==> src/rtl/mm_pkg.sv <==
// mm_pkg: shared encodings for the matrix-multiply sequencer.
// Mode values and FSM states used by mm_seq_ctrl and its bench.
package mm_pkg;

    typedef enum logic [1:0] {
        MODE_INT8     = 2'd0,
        MODE_INT4     = 2'd1,
        MODE_INT4_VSQ = 2'd2,
        MODE_RSVD     = 2'd3
    } mode_e;

    typedef enum logic [2:0] {
        ST_IDLE  = 3'd0,
        ST_SCALE = 3'd1,
        ST_ISSUE = 3'd2,
        ST_DRAIN = 3'd3,
        ST_DONE  = 3'd4
    } state_e;

    function automatic logic mode_ok(input logic [1:0] mode);
        return mode != MODE_RSVD;
    endfunction

endpackage

==> src/rtl/mm_valid_pipe.sv <==
// mm_valid_pipe: stall-able, flushable delay line that carries the
// accumulator enable, clear and address from read issue to write.
module mm_valid_pipe #(
    parameter int PIPE   = 3,
    parameter int ADDR_W = 10
) (
    input  logic              clk,
    input  logic              rst_n,
    input  logic              stall,
    input  logic              flush,
    input  logic              in_en,
    input  logic              in_clr,
    input  logic [ADDR_W-1:0] in_addr,
    output logic              out_en,
    output logic              out_clr,
    output logic [ADDR_W-1:0] out_addr
);

    logic [PIPE-1:0]   en_q;
    logic [PIPE-1:0]   clr_q;
    logic [ADDR_W-1:0] addr_q [PIPE];

    // Shift one stage per unstalled cycle; flush kills every beat in flight.
    always_ff @(posedge clk) begin
        if (!rst_n) begin
            en_q  <= '0;
            clr_q <= '0;
            for (int i = 0; i < PIPE; i++) begin
                addr_q[i] <= '0;
            end
        end else if (flush) begin
            en_q  <= '0;
            clr_q <= '0;
        end else if (!stall) begin
            for (int i = PIPE - 1; i > 0; i--) begin
                en_q[i]   <= en_q[i-1];
                clr_q[i]  <= clr_q[i-1];
                addr_q[i] <= addr_q[i-1];
            end
            en_q[0]   <= in_en;
            clr_q[0]  <= in_clr;
            addr_q[0] <= in_addr;
        end
    end

    // A stalled or aborted cycle must never write the accumulator.
    always_comb begin
        out_en   = en_q[PIPE-1] & ~stall & ~flush;
        out_clr  = clr_q[PIPE-1] & ~stall & ~flush;
        out_addr = addr_q[PIPE-1];
    end

endmodule

==> src/rtl/mm_seq_ctrl.sv <==
// mm_seq_ctrl: walks an M x N x K tiled matmul, issuing A/B (and VSQ
// scale) reads and the delayed accumulator write controls.
module mm_seq_ctrl
    import mm_pkg::*;
#(
    parameter int DIM_W  = 6,
    parameter int ADDR_W = 10,
    parameter int PIPE   = 3,
    parameter int VSQ_G  = 4
) (
    input  logic              i_clk,
    input  logic              i_rst_n,
    input  logic [1:0]        i_mode,
    input  logic              i_start,
    input  logic              i_abort,
    input  logic              i_stall,
    input  logic [DIM_W-1:0]  i_m,
    input  logic [DIM_W-1:0]  i_n,
    input  logic [DIM_W-1:0]  i_k,
    output logic              o_a_ren,
    output logic [ADDR_W-1:0] o_a_addr,
    output logic              o_b_ren,
    output logic [ADDR_W-1:0] o_b_addr,
    output logic              o_s_ren,
    output logic [ADDR_W-1:0] o_s_addr,
    output logic              o_acc_en,
    output logic              o_acc_clr,
    output logic [ADDR_W-1:0] o_acc_addr,
    output logic [1:0]        o_mode,
    output logic              o_busy,
    output logic              o_done
);

    localparam int SH = $clog2(VSQ_G);
    localparam int CW = $clog2(PIPE) + 1;
    localparam logic [DIM_W-1:0] D_ONE = DIM_W'(1);
    localparam logic [ADDR_W-1:0] A_ONE = ADDR_W'(1);
    localparam logic [DIM_W-1:0] GMASK = DIM_W'(VSQ_G - 1);
    localparam logic [CW-1:0] DRAIN_LAST = CW'(PIPE - 1);
    localparam logic [CW-1:0] C_ONE = CW'(1);

    state_e            state;
    mode_e             mode_q;
    logic [DIM_W-1:0]  m_dim;
    logic [DIM_W-1:0]  n_dim;
    logic [DIM_W-1:0]  ke;
    logic [DIM_W-1:0]  m_cnt;
    logic [DIM_W-1:0]  n_cnt;
    logic [DIM_W-1:0]  k_cnt;
    logic [ADDR_W-1:0] a_row;
    logic [ADDR_W-1:0] b_row;
    logic [ADDR_W-1:0] a_addr;
    logic [ADDR_W-1:0] b_addr;
    logic [ADDR_W-1:0] acc_cur;
    logic [CW-1:0]     drain_cnt;

    logic [DIM_W:0]    k_inc;
    logic [DIM_W-1:0]  ke_in;
    logic [DIM_W-1:0]  k_next;
    logic [ADDR_W-1:0] ke_a;
    logic              accept;
    logic              zero_dim;
    logic              go;
    logic              rd;
    logic              s_rd;
    logic              clr_in;
    logic              last_k;
    logic              last_n;
    logic              last_m;
    logic              need_scale;

    // Two 4-bit values share a word, so packed modes walk ceil(K/2) steps.
    always_comb begin
        k_inc      = {1'b0, i_k} + {{DIM_W{1'b0}}, 1'b1};
        ke_in      = (i_mode == MODE_INT8) ? i_k : k_inc[DIM_W:1];
        ke_a       = ADDR_W'(ke);
        accept     = i_start && !i_abort && mode_ok(i_mode) &&
                     (state == ST_IDLE || state == ST_DONE);
        zero_dim   = (i_m == '0) || (i_n == '0) || (i_k == '0);
        go         = !i_abort && !i_stall;
        rd         = (state == ST_ISSUE) && go;
        s_rd       = (state == ST_SCALE) && go;
        clr_in     = rd && (k_cnt == '0);
        last_k     = (k_cnt == ke - D_ONE);
        last_n     = (n_cnt == n_dim - D_ONE);
        last_m     = (m_cnt == m_dim - D_ONE);
        k_next     = last_k ? '0 : k_cnt + D_ONE;
        need_scale = (mode_q == MODE_INT4_VSQ) && ((k_next & GMASK) == '0);
    end

    // Sequencer FSM; addresses advance as running sums, never products.
    always_ff @(posedge i_clk) begin
        if (!i_rst_n) begin
            state     <= ST_IDLE;
            mode_q    <= MODE_INT8;
            m_dim     <= '0;
            n_dim     <= '0;
            ke        <= '0;
            m_cnt     <= '0;
            n_cnt     <= '0;
            k_cnt     <= '0;
            a_row     <= '0;
            b_row     <= '0;
            a_addr    <= '0;
            b_addr    <= '0;
            acc_cur   <= '0;
            drain_cnt <= '0;
        end else if (i_abort) begin
            state <= ST_IDLE;
        end else if (!i_stall) begin
            unique case (state)
                ST_IDLE, ST_DONE: begin
                    if (accept) begin
                        mode_q    <= mode_e'(i_mode);
                        m_dim     <= i_m;
                        n_dim     <= i_n;
                        ke        <= ke_in;
                        m_cnt     <= '0;
                        n_cnt     <= '0;
                        k_cnt     <= '0;
                        a_row     <= '0;
                        b_row     <= '0;
                        a_addr    <= '0;
                        b_addr    <= '0;
                        acc_cur   <= '0;
                        drain_cnt <= '0;
                        if (zero_dim) begin
                            state <= ST_DONE;
                        end else if (i_mode == MODE_INT4_VSQ) begin
                            state <= ST_SCALE;
                        end else begin
                            state <= ST_ISSUE;
                        end
                    end
                end
                ST_SCALE: begin
                    state <= ST_ISSUE;
                end
                ST_ISSUE: begin
                    k_cnt <= k_next;
                    if (!last_k) begin
                        a_addr <= a_addr + A_ONE;
                        b_addr <= b_addr + A_ONE;
                        if (need_scale) state <= ST_SCALE;
                    end else if (!last_n) begin
                        n_cnt   <= n_cnt + D_ONE;
                        b_row   <= b_row + ke_a;
                        b_addr  <= b_row + ke_a;
                        a_addr  <= a_row;
                        acc_cur <= acc_cur + A_ONE;
                        if (need_scale) state <= ST_SCALE;
                    end else if (!last_m) begin
                        n_cnt   <= '0;
                        m_cnt   <= m_cnt + D_ONE;
                        a_row   <= a_row + ke_a;
                        a_addr  <= a_row + ke_a;
                        b_row   <= '0;
                        b_addr  <= '0;
                        acc_cur <= acc_cur + A_ONE;
                        if (need_scale) state <= ST_SCALE;
                    end else begin
                        drain_cnt <= '0;
                        state     <= ST_DRAIN;
                    end
                end
                ST_DRAIN: begin
                    if (drain_cnt == DRAIN_LAST) begin
                        state <= ST_DONE;
                    end else begin
                        drain_cnt <= drain_cnt + C_ONE;
                    end
                end
                default: state <= ST_IDLE;
            endcase
        end
    end

    mm_valid_pipe #(
        .PIPE   (PIPE),
        .ADDR_W (ADDR_W)
    ) u_pipe (
        .clk      (i_clk),
        .rst_n    (i_rst_n),
        .stall    (i_stall),
        .flush    (i_abort),
        .in_en    (rd),
        .in_clr   (clr_in),
        .in_addr  (acc_cur),
        .out_en   (o_acc_en),
        .out_clr  (o_acc_clr),
        .out_addr (o_acc_addr)
    );

    // Read strobes drop combinationally under stall; addresses just hold.
    always_comb begin
        o_a_ren  = rd;
        o_b_ren  = rd;
        o_a_addr = a_addr;
        o_b_addr = b_addr;
        o_s_ren  = s_rd;
        o_s_addr = a_addr >> SH;
        o_mode   = mode_q;
        o_busy   = (state == ST_SCALE) || (state == ST_ISSUE) ||
                   (state == ST_DRAIN);
        o_done   = (state == ST_DONE);
    end

endmodule

==> config.mk <==
export PLATFORM = sky130hd
export DESIGN_NAME = mm_seq_ctrl
export DESIGN_NICKNAME = d
export VERILOG_FILES = /design/src/rtl/mm_pkg.sv /design/src/rtl/mm_valid_pipe.sv /design/src/rtl/mm_seq_ctrl.sv
export SDC_FILE = /design/constraint.sdc
export NUM_CORES = 1
export LEC_CHECK = 0
export BUFFER_PORTS_ARGS = -buffer_cell sky130_fd_sc_hd__clkbuf_2
export CORE_MARGIN = 3
export CORE_UTILIZATION = 50
export CTS_BUF_LIST = sky130_fd_sc_hd__clkbuf_16
export DETAILED_ROUTE_END_ITERATION = 10
export GPL_ROUTABILITY_DRIVEN = 1
export GPL_TIMING_DRIVEN = 0
export PLACE_DENSITY = 0.69
export SLEW_MARGIN = 20
export SYNTH_ARGS = -nofsm -noshare
export SYNTH_HDL_FRONTEND = slang
export SYNTH_SLANG_ARGS = --single-unit
==> constraint.sdc <==
create_clock -name i_clk -period 4.8 [get_ports i_clk]
set_clock_uncertainty 0.2 [all_clocks]
set_input_delay 0.72 -clock i_clk [delete_from_list [all_inputs] [get_ports i_clk]]
set_output_delay 0.72 -clock i_clk [all_outputs]
set_load 0.1 [all_outputs]
==> results_dict.tcl <==
set metrics [dict create \
    status "completed" \
    placed_cell_area_mm2 0.00814 \
    fin_area_mm2 0.00869 \
    fin_tns_setup_ps 0 \
    dp_hpwl_um 15000 \
    core_mm2 0.0146 \
    start_util 0.516 \
    p_int_w 0.00188 \
    grt-ovfl-total 0 \
    rsz0062_at_grt "no" \
    final_nets 1000 \
    max_slew_margin 0.390 \
    syn_inst 857 \
    synthToLayoutAreaGrowth_pct 15.0 \
    cts_root_buffer "clkbuf_16" \
    grt_pass1_wl_um 33000 \
    first_pass_iters 5 \
    power_w 0.00261 \
    final_cells 1144 \
    vias_per_cell 5.94 \
    power.switching_w 0.000730 \
    power_density_mw_per_mm2 300 \
    yosys_warnings 0 \
    p_leak_nw 3.53 \
    drv_cap 0 \
    cts_tree "yes" \
    n_antenna_cell 0 \
    gp_congestion 0.905 \
    peakVddDrop_v 0.000232 \
    grt_max_degree 31 \
    ys_ff_latch 130 \
    htree_num_levels 4 \
    ys_seq_area_frac 0.384 \
    antenna_found_initial 0 \
    portBuffers 70 \
    num_rows 44 \
    synth_area_leaders "dfxtp_1 26%, edfxtp_1 12%, ha_1 4.3%" \
    syn_area_mm2 0.00756 \
    fin_crit_ps 3770 \
    synthArstFlopShare 0 \
    drt-total-wl_um 20500 \
    worstSetupPathType "in2out" \
    maxSlewViolCount 0 \
    yosysTopAreaCell "dfxtp_1" \
    io_pins 74 \
    clk_path_buf_depth 2 \
    max_freq_ghz 0.265 \
    drt_iter0_markers 697 \
    worstPathRequired_ps 3880 \
    finalSetupViolations 0 \
    avgSynthCellArea_um2 8.82 \
    synthFlopType "dfxtp_1" \
    die_x_um 129 \
    drive_gt1_frac 0.175 \
    synth_commonest_cells "100 x dfxtp_1, 84 x nand2_1, 63 x a21oi_1" \
    combPwrFrac 0.092 \
    clk_pin_slew_worst_paths_ps 60 \
    wl_per_cell_um 17.9 \
    placed_cells 1112 \
    hold_ws_ps 269 \
    finalCritPeriodShare 0.785 \
    end_kind "primary output" \
    path_max_fanout 10 \
    post_cts_resized 0 \
    track_usage 0.252 \
    tightest_slew_ps 909 \
    synth_cell_types 86 \
    vias 6798 \
    startpoint_type "primary input" \
    hold_path.class "reg2reg" \
    chipHeight_um 129 \
    hold_viol 0 \
    yosysTopAreaCellShare 0.265 \
    switching_share 0.280 \
    postCtsSetupRepairBufs 0 \
    remaining_drc_errors 0 \
    p_clk_frac 0.465 \
    yosysMostFrequentCell "dfxtp_1" \
    arrival_ps 2850 \
    cts.sinks 130 \
    cts_made_buffers 17 \
    grt_pass1_vias 6133 \
    seqPwrFrac 0.443 \
    die-area_mm2 0.0166 \
    insertion_delay_ps 430 \
    hold_buffers 0 \
    synth_edf_count 30 \
    ant_nets 0 \
]
==> power by group through the flow <==
| stage | Clock, W | Combinational (W) | Sequential [W] |
|---|---|---|---|
| after global placement | 0 | 0.000237 | 0.00118 |
| final | 0.00121 | 0.000241 | 0.00115 |
| after CTS | 0.00122 | 0.000240 | 0.00115 |
| after global routing | 0.00127 | 0.000260 | 0.00116 |
| after floorplan | 0 | 0.000173 | 0.00118 |
| after detailed placement | 0 | 0.000239 | 0.00118 |
==> worst max-delay path: stages <==
cell and delay [ps]:
clkbuf_2 90, clkbuf_1 270, nor2_1 500, nand2_1 330, inv_1 330, buf_4 160
clkbuf_2 440
==> cells by family (layout without fill, tap and decap cells) <==
kind of cell,after synthesis,after routing,share of synthesized area
simple gates,320,320,0.220
mux,20,20,0.0268
compound gates,231,231,0.217
buf+inv,88,190,0.0584
xor+xnor,39,39,0.0452
fa+ha+maj,28,28,0.0483
flops,130,130,0.384
other cells,1,2,0.000496
==> metal layers <==
layer,up-vias,part of all wire,GRT usage,wire (um)
li1,3347,-,-,-
met1,3145,0.47,0.366,9600
met2,263,0.44,0.383,8980
met3,43,0.071,0.0448,1460
met4,0,0.022,0.0797,445
met5,-,0,0,0
==> metrics by stage <==
step / setup slack, ps / utilization
after global routing: 917 / 0.593
final: 1030 / 0.593
after floorplan: 719 / -
after detailed placement: 1070 / 0.556
after CTS: 1060 / 0.593
after global placement: 1070 / 0.556
==> layout make-up <==
| class | instances | area (um^2) |
|---|---|---|
| plain buffers | 67 | 363 |
| repair buffers | 70 | 350 |
| well taps | 184 | 230 |
| clock buffers | 17 | 425 |
| fillers | 1369 | 5950 |
| flip-flops and latches | 130 | 2900 |
| multi-input cells | 640 | 4220 |
| clock inverters | 15 | 121 |
| inverters | 21 | 78.8 |
==> registers in the layout, summed over array words and instances (netlist names) <==
register       count
m_dim              6
state              3
k_cnt              6
u_pipe.clr_q       3
o_mode             2
drain_cnt          3
u_pipe.en_q        3
n_cnt              6
a_row             10
o_b_addr          10
u_pipe.addr_q     30
ke                 6
acc_cur           10
b_row             10
n_dim              6
m_cnt              6
o_a_addr          10
==> layout by cell type (no fill, tap or decap), types with 21 or more instances in the layout <==
master and instances:
nand2_1 83, xnor2_1 23, nor3_1 23, and3_1 42, nor2_1 49, inv_1 21, dfxtp_1 100, edfxtp_1 30
nand3_1 41, buf_4 24, ha_1 26, clkbuf_2 70, o21ai_0 39, clkbuf_1 27, a21oi_1 63
==> final timing paths <==
check	from	endpoint	slack, ps	cells after the start
max	i_stall	o_b_ren	1030	7
min	n_dim[5]	n_dim[5]	270	2
max reg2reg	m_dim[0]	n_cnt[0]	1470	10
min reg2reg	n_dim[5]	n_dim[5]	270	2
Note: power is estimated with default switching activity, not from simulation.
